==> src/rtl/rf_pkg.sv <==
// rtl/rf_pkg.sv - shared constants and write-port type for the scoreboarded register file
package rf_pkg;

    localparam int RF_DATA_W     = 32;
    localparam int RF_ADDR_W     = 4;
    // The write-port struct is sized for the widest supported instance; narrower
    // instances zero-extend into it and truncate back out.
    localparam int RF_MAX_DATA_W = 64;
    localparam int RF_MAX_ADDR_W = 8;

    typedef struct packed {
        logic                     we;
        logic [RF_MAX_ADDR_W-1:0] wa;
        logic [RF_MAX_DATA_W-1:0] wd;
    } wr_port_t;

    function automatic logic wr_hit(input wr_port_t p, input logic [RF_MAX_ADDR_W-1:0] idx);
        return p.we && (p.wa == idx);
    endfunction

endpackage

==> src/rtl/rf_scoreboard.sv <==
// rtl/rf_scoreboard.sv - per-register pending-load bits and read-port stall flags
module rf_scoreboard
    import rf_pkg::*;
#(
    parameter int ADDR_W = RF_ADDR_W,
    parameter int NUM_RD = 3
) (
    input  logic                          clk,
    input  logic                          rst,
    input  logic                          sb_set,
    input  logic [ADDR_W-1:0]             sb_addr,
    input  logic                          we_b,
    input  logic [ADDR_W-1:0]             wa_b,
    input  logic [NUM_RD-1:0][ADDR_W-1:0] ra,
    output logic [NUM_RD-1:0]             rd_busy
);

    localparam int DEPTH = 2**ADDR_W;

    logic [DEPTH-1:0] busy;

    // Issue of a new load outranks the return of the previous one to the same index.
    always_ff @(posedge clk) begin
        if (rst) begin
            busy <= '0;
        end else begin
            for (int i = 0; i < DEPTH; i++) begin
                if (sb_set && (sb_addr == ADDR_W'(i))) begin
                    busy[i] <= 1'b1;
                end else if (we_b && (wa_b == ADDR_W'(i))) begin
                    busy[i] <= 1'b0;
                end
            end
        end
    end

    // A load returning this cycle releases its consumer without waiting for the edge.
    always_comb begin
        rd_busy = '0;
        for (int r = 0; r < NUM_RD; r++) begin
            rd_busy[r] = busy[ra[r]] & ~(we_b && (wa_b == ra[r]));
        end
    end

endmodule

==> src/rtl/reg_file_sb.sv <==
// rtl/reg_file_sb.sv - two-write multi-read register file with bypass, scoreboard and output register
module reg_file_sb
    import rf_pkg::*;
#(
    parameter int DATA_W  = RF_DATA_W,
    parameter int ADDR_W  = RF_ADDR_W,
    parameter int NUM_RD  = 3,
    parameter int OUT_IDX = 2**ADDR_W-1
) (
    input  logic                          clk,
    input  logic                          rst,
    input  logic                          we_a,
    input  logic [ADDR_W-1:0]             wa_a,
    input  logic [DATA_W-1:0]             wd_a,
    input  logic                          we_b,
    input  logic [ADDR_W-1:0]             wa_b,
    input  logic [DATA_W-1:0]             wd_b,
    input  logic [NUM_RD-1:0][ADDR_W-1:0] ra,
    output logic [NUM_RD-1:0][DATA_W-1:0] rd,
    output logic [NUM_RD-1:0]             rd_busy,
    input  logic                          sb_set,
    input  logic [ADDR_W-1:0]             sb_addr,
    output logic [DATA_W-1:0]             out_data,
    output logic                          out_valid,
    input  logic                          out_ready,
    output logic                          out_overrun,
    output logic                          wr_collision
);

    localparam int                       DEPTH = 2**ADDR_W;
    localparam logic [RF_MAX_ADDR_W-1:0] OUT_X = RF_MAX_ADDR_W'(OUT_IDX);

    wr_port_t          port_a;
    wr_port_t          port_b;
    logic [DATA_W-1:0] mem [DEPTH];
    logic              out_wr;
    logic [DATA_W-1:0] out_wd;

    always_comb begin
        port_a    = '0;
        port_a.we = we_a;
        port_a.wa = RF_MAX_ADDR_W'(wa_a);
        port_a.wd = RF_MAX_DATA_W'(wd_a);
        port_b    = '0;
        port_b.we = we_b;
        port_b.wa = RF_MAX_ADDR_W'(wa_b);
        port_b.wd = RF_MAX_DATA_W'(wd_b);
    end

    // Port A has priority wherever both ports hit the same index.
    always_comb begin
        out_wr = wr_hit(port_a, OUT_X) || wr_hit(port_b, OUT_X);
        out_wd = wr_hit(port_a, OUT_X) ? DATA_W'(port_a.wd) : DATA_W'(port_b.wd);
    end

    // The OUT_IDX slot of mem is never written; that index lives in out_data.
    always_ff @(posedge clk) begin
        if (rst) begin
            for (int i = 0; i < DEPTH; i++) begin
                mem[i] <= '0;
            end
        end else begin
            for (int i = 0; i < DEPTH; i++) begin
                if (i != OUT_IDX) begin
                    if (wr_hit(port_a, RF_MAX_ADDR_W'(i))) begin
                        mem[i] <= DATA_W'(port_a.wd);
                    end else if (wr_hit(port_b, RF_MAX_ADDR_W'(i))) begin
                        mem[i] <= DATA_W'(port_b.wd);
                    end
                end
            end
        end
    end

    always_ff @(posedge clk) begin
        if (rst) begin
            out_data     <= '0;
            out_valid    <= 1'b0;
            out_overrun  <= 1'b0;
            wr_collision <= 1'b0;
        end else begin
            if (out_wr) begin
                out_data  <= out_wd;
                out_valid <= 1'b1;
                if (out_valid && !out_ready) begin
                    out_overrun <= 1'b1;
                end
            end else if (out_valid && out_ready) begin
                out_valid <= 1'b0;
            end
            if (we_a && we_b && (wa_a == wa_b)) begin
                wr_collision <= 1'b1;
            end
        end
    end

    always_comb begin
        rd = '0;
        for (int r = 0; r < NUM_RD; r++) begin
            if (wr_hit(port_a, RF_MAX_ADDR_W'(ra[r]))) begin
                rd[r] = DATA_W'(port_a.wd);
            end else if (wr_hit(port_b, RF_MAX_ADDR_W'(ra[r]))) begin
                rd[r] = DATA_W'(port_b.wd);
            end else if (RF_MAX_ADDR_W'(ra[r]) == OUT_X) begin
                rd[r] = out_data;
            end else begin
                rd[r] = mem[ra[r]];
            end
        end
    end

    rf_scoreboard #(
        .ADDR_W (ADDR_W),
        .NUM_RD (NUM_RD)
    ) u_scoreboard (
        .clk     (clk),
        .rst     (rst),
        .sb_set  (sb_set),
        .sb_addr (sb_addr),
        .we_b    (we_b),
        .wa_b    (wa_b),
        .ra      (ra),
        .rd_busy (rd_busy)
    );

endmodule

==> config.mk <==
export PLATFORM = sky130hd
export DESIGN_NAME = reg_file_sb
export DESIGN_NICKNAME = d
export VERILOG_FILES = /design/src/rtl/rf_pkg.sv /design/src/rtl/rf_scoreboard.sv /design/src/rtl/reg_file_sb.sv
export SDC_FILE = /design/constraint.sdc
export NUM_CORES = 2
export LEC_CHECK = 0
export BUFFER_PORTS_ARGS = -buffer_cell sky130_fd_sc_hd__buf_2
export CAP_MARGIN = 20
export CORE_ASPECT_RATIO = 0.5
export CORE_MARGIN = 2
export CORE_UTILIZATION = 33
export DETAILED_ROUTE_END_ITERATION = 10
export GPL_ROUTABILITY_DRIVEN = 0
export HOLD_SLACK_MARGIN = 0.06
export SETUP_SLACK_MARGIN = 0.02
export SLEW_MARGIN = 20
export SYNTH_ARGS = -nofsm -noshare
export SYNTH_HDL_FRONTEND = slang
export SYNTH_SLANG_ARGS = --single-unit
export TNS_END_PERCENT = 100
==> constraint.sdc <==
create_clock -name clk -period 3.4 [get_ports clk]
set_input_delay 0.34 -clock clk [delete_from_list [all_inputs] [get_ports clk]]
set_output_delay 0.34 -clock clk [all_outputs]
set_load 0.01 [all_outputs]
==> impl_metrics.csv <==
group,metric,value,unit
synth,muxShareOfSynthArea,22.7,%
die,die_width,477,um
synth,synth_top_flop_cell,"edfxtp_1",
pwr,finalPower,18500,uW
sta,timing.final.crit_share,94.1,%
pwr,power_density,440,nW/um2
grt,grt_pass1_wl,236000,um
sta,tightest_slew,1.23,ns
pwr,ir_drop,0.372,mV
sta,min_period,3.20,ns
synth,synth_xor_area_share,0.665,%
sta,report.final.slew_viol_count,0,
sta,timing.hold.ws,0.0799,ns
pwr,p_leak,0.0144,uW
synth,netlist_instances,3432,
worst_setup_path,reg2reg_slack,2.38,ns
synth,syn_area,36900,um2
synth,synth_area_leaders,"edfxtp_1, mux4_2, nand2_1, a22oi_1, a21oi_1",
die,core_area,111000,um2
grt,grt_util_all_layers,28.4,%
clocking,cts_made_buffers,58,
sta,fmax,312,MHz
synth,yosys_register_bits,531,
clocking,h-tree-depth,2,
clocking,cts_root_buf,"clkbuf_16",
die,die_area,115000,um2
sta,report.final.setup_viol,0,
placed_design,io_buffers,227,
synth,syn_area_per_cell,10.7,um2
synth,synth_top_area_share,39.1,%
sta,relSlewSlack,17.9,%
worst_setup_path,end_kind,"primary output",
clocking,cts-resized-gates,0,
synth,synth_top_family_by_area,"multiplexers",
worst_setup_path,crit_path_start_kind,"primary input",
die,fp.dieH,240,um
clocking,clkTransAtPathRegs,0.06,ns
die,rows,86,
synth,synthArstFlopShare,0,%
worst_hold_path,hold_class,"primary input to register",
die,initial_utilization,33.4,%
synth,yosysTopAreaCell,"edfxtp_1",
drt,drtIter0Drc,6620,
finish,drive_gt1_share,26.9,%
synth,ys_seq_area_share,41.8,%
sta,fin_tns_setup,0,ns
synth,yosys.area_share.simple,11.6,%
sta,fin_ws,0.200,ns
worst_setup_path,cp_max_fo,15,
worst_setup_path,critPathKind,"primary input to primary output",
finish,finalNetCount,3572,
worst_setup_path,crit_arrival,2.86,ns
clocking,clk_latency,0.66,ns
worst_setup_path,cp.required,3.06,ns
drt,vias,34400,
drt,ant_nets,0,
synth,synthAdderAreaFrac,0,%
sta,grt_setup_unrepaired,"no",
clocking,clockBufferDepth,3,
synth,synth_cell_types,68,
sta,final-hold-violation-count,0,
clocking,cts_tree,"built",
drt,wl_per_cell,33.4,um
drt,vias_per_cell,6.84,
finish,area_delta_synth_final,14.2,%
synth,synth-edff-count,480,
drt,drc,0,
placed_design,hpwl,107000,um
grt,grt_max_degree,136,
worst_setup_path,worstRegToRegCells,2,
worst_setup_path,cp-startpoint,"ra[10]",
worst_hold_path,hp-start,"wd_a[27]",
worst_setup_path,r2r_start,"out_data[21]",
die,num_io_pins,228,
outcome,status,"finished clean",
grt,grt_pass1_vias,32700,
job,max_cap_violations,0,
synth,synth_compound_area_share,17.6,%
clocking,numClockSinks,531,
grt,grt.overflow.total,0,
sta,clock_skew,0.0173,ns
drt,totalWireLength,168000,um
worst_hold_path,worstHoldPathCells,3,
worst_hold_path,min_to,"out_data[27]",
synth,synthesis.nets,3526,
synth,synth-warning-count,0,
grt,antenna_found_initial,11,
drt,dr.pass1.iters,10,
placed_design,dpl_worst_slack,0.279,ns
worst_setup_path,r2r-end,"out_data[21]",
## synth_stat cells (35+ instances only)
master / instances
mux2_2: 54
edfxtp_1: 480
o21ai_1: 38
nand2b_1: 60
nor2_1: 154
a22oi_1: 140
nand2_1: 631
dfxtp_1: 51
buf_2: 94
o221ai_1: 97
a21oi_1: 207
o22ai_1: 84
clkbuf_1: 268
o2111ai_1: 47
o21ai_0: 172
a22o_1: 35
mux4_2: 339
nor3_1: 57
buf_1: 37
inv_1: 66
## cell families (layout without fill, tap and decap cells)
group           count (synthesis)  in the layout
simple gates                 1004           1004
mux                           406            406
compound gates                973            973
xor+xnor                       28             28
other cells                     0              3
flops                         531            531
buf+inv                       490            584
## cell usage in the layout (no fill, tap or decap), types with 12 or more instances in the layout
cell	instances
a211oi_1	33
a21oi_1	207
a221o_1	16
a221oi_1	31
a22o_1	35
a22oi_1	140
a31oi_1	34
buf_12	38
buf_2	218
buf_4	144
clkbuf_1	17
clkbuf_16	58
clkbuf_8	12
dfxtp_1	51
edfxtp_1	480
inv_1	65
mux2_2	54
mux2i_1	13
mux4_2	339
nand2_1	627
nand2b_1	57
nand3_1	19
nor2_1	150
nor3_1	52
o2111ai_1	47
o21ai_0	165
o21ai_1	36
o221ai_1	97
o22ai_1	84
xor2_1	20
## registers in the layout (all words and copies together), names as in the netlist
name,cells
out_valid,1
out_data,32
out_overrun,1
wr_collision,1
u_scoreboard.busy,16
mem,480
## critical path, cell delays in order
cell      delay, ns
buf_2          0.15
buf_4          0.18
nor2_4         0.69
buf_4          0.35
a22oi_1        0.12
nand2_1        0.08
nor3_1         0.04
a221oi_1       0.54
buf_4          0.21
buf_2          0.12
## area by class of cell
type / instances / area, um2
antenna: 3 / 7.51
clock buffer: 86 / 1670
clock inverter: 22 / 201
fill: 10700 / 68400
inverter: 67 / 251
multi-input combinational: 2411 / 19700
sequential: 531 / 15400
tap: 1496 / 1870
timing repair buffer: 409 / 3040
## report_power, final
| part | switching [uW] | internal (uW) |
|---|---|---|
| Combinational | 2310 | 1640 |
| Sequential | 395 | 7650 |
| Clock | 2930 | 3610 |
## metal layers
layer | up-vias | global-route usage, % | wire (um)
li1 | 13500 | - | -
met1 | 16800 | 35.3 | 56400
met2 | 3377 | 42.1 | 71100
met3 | 721 | 11.1 | 28800
met4 | 10 | 16.6 | 11700
met5 | - | 0 | 52
## metrics by stage
step	std cells	utilization [%]	area, um2
2_1_floorplan	3432	-	36900
3_3_place_gp	4909	36.4	40200
3_5_place_dp	4909	36.4	40200
4_1_cts	5022	38.1	42100
5_1_grt	5024	38.1	42100
6_report	5025	38.1	42100
## timing repair
item,4_1_cts,5_1_grt
endpoints found under the setup margin,0,0
setup buffers,0,0
hold endpoints to repair,5,0
hold buffers,5,0
## how the worst max path moves through the flow
stage,slack (ns),end
after CTS,0.28,rd[86]
after global placement,0.20,rd[86]
after floorplan,0.51,mem[12][0]
final,0.20,rd[86]
after detailed placement,0.28,rd[86]
after global routing,0.12,rd[86]
No activity file was read; power rests on OpenSTA's default activity.
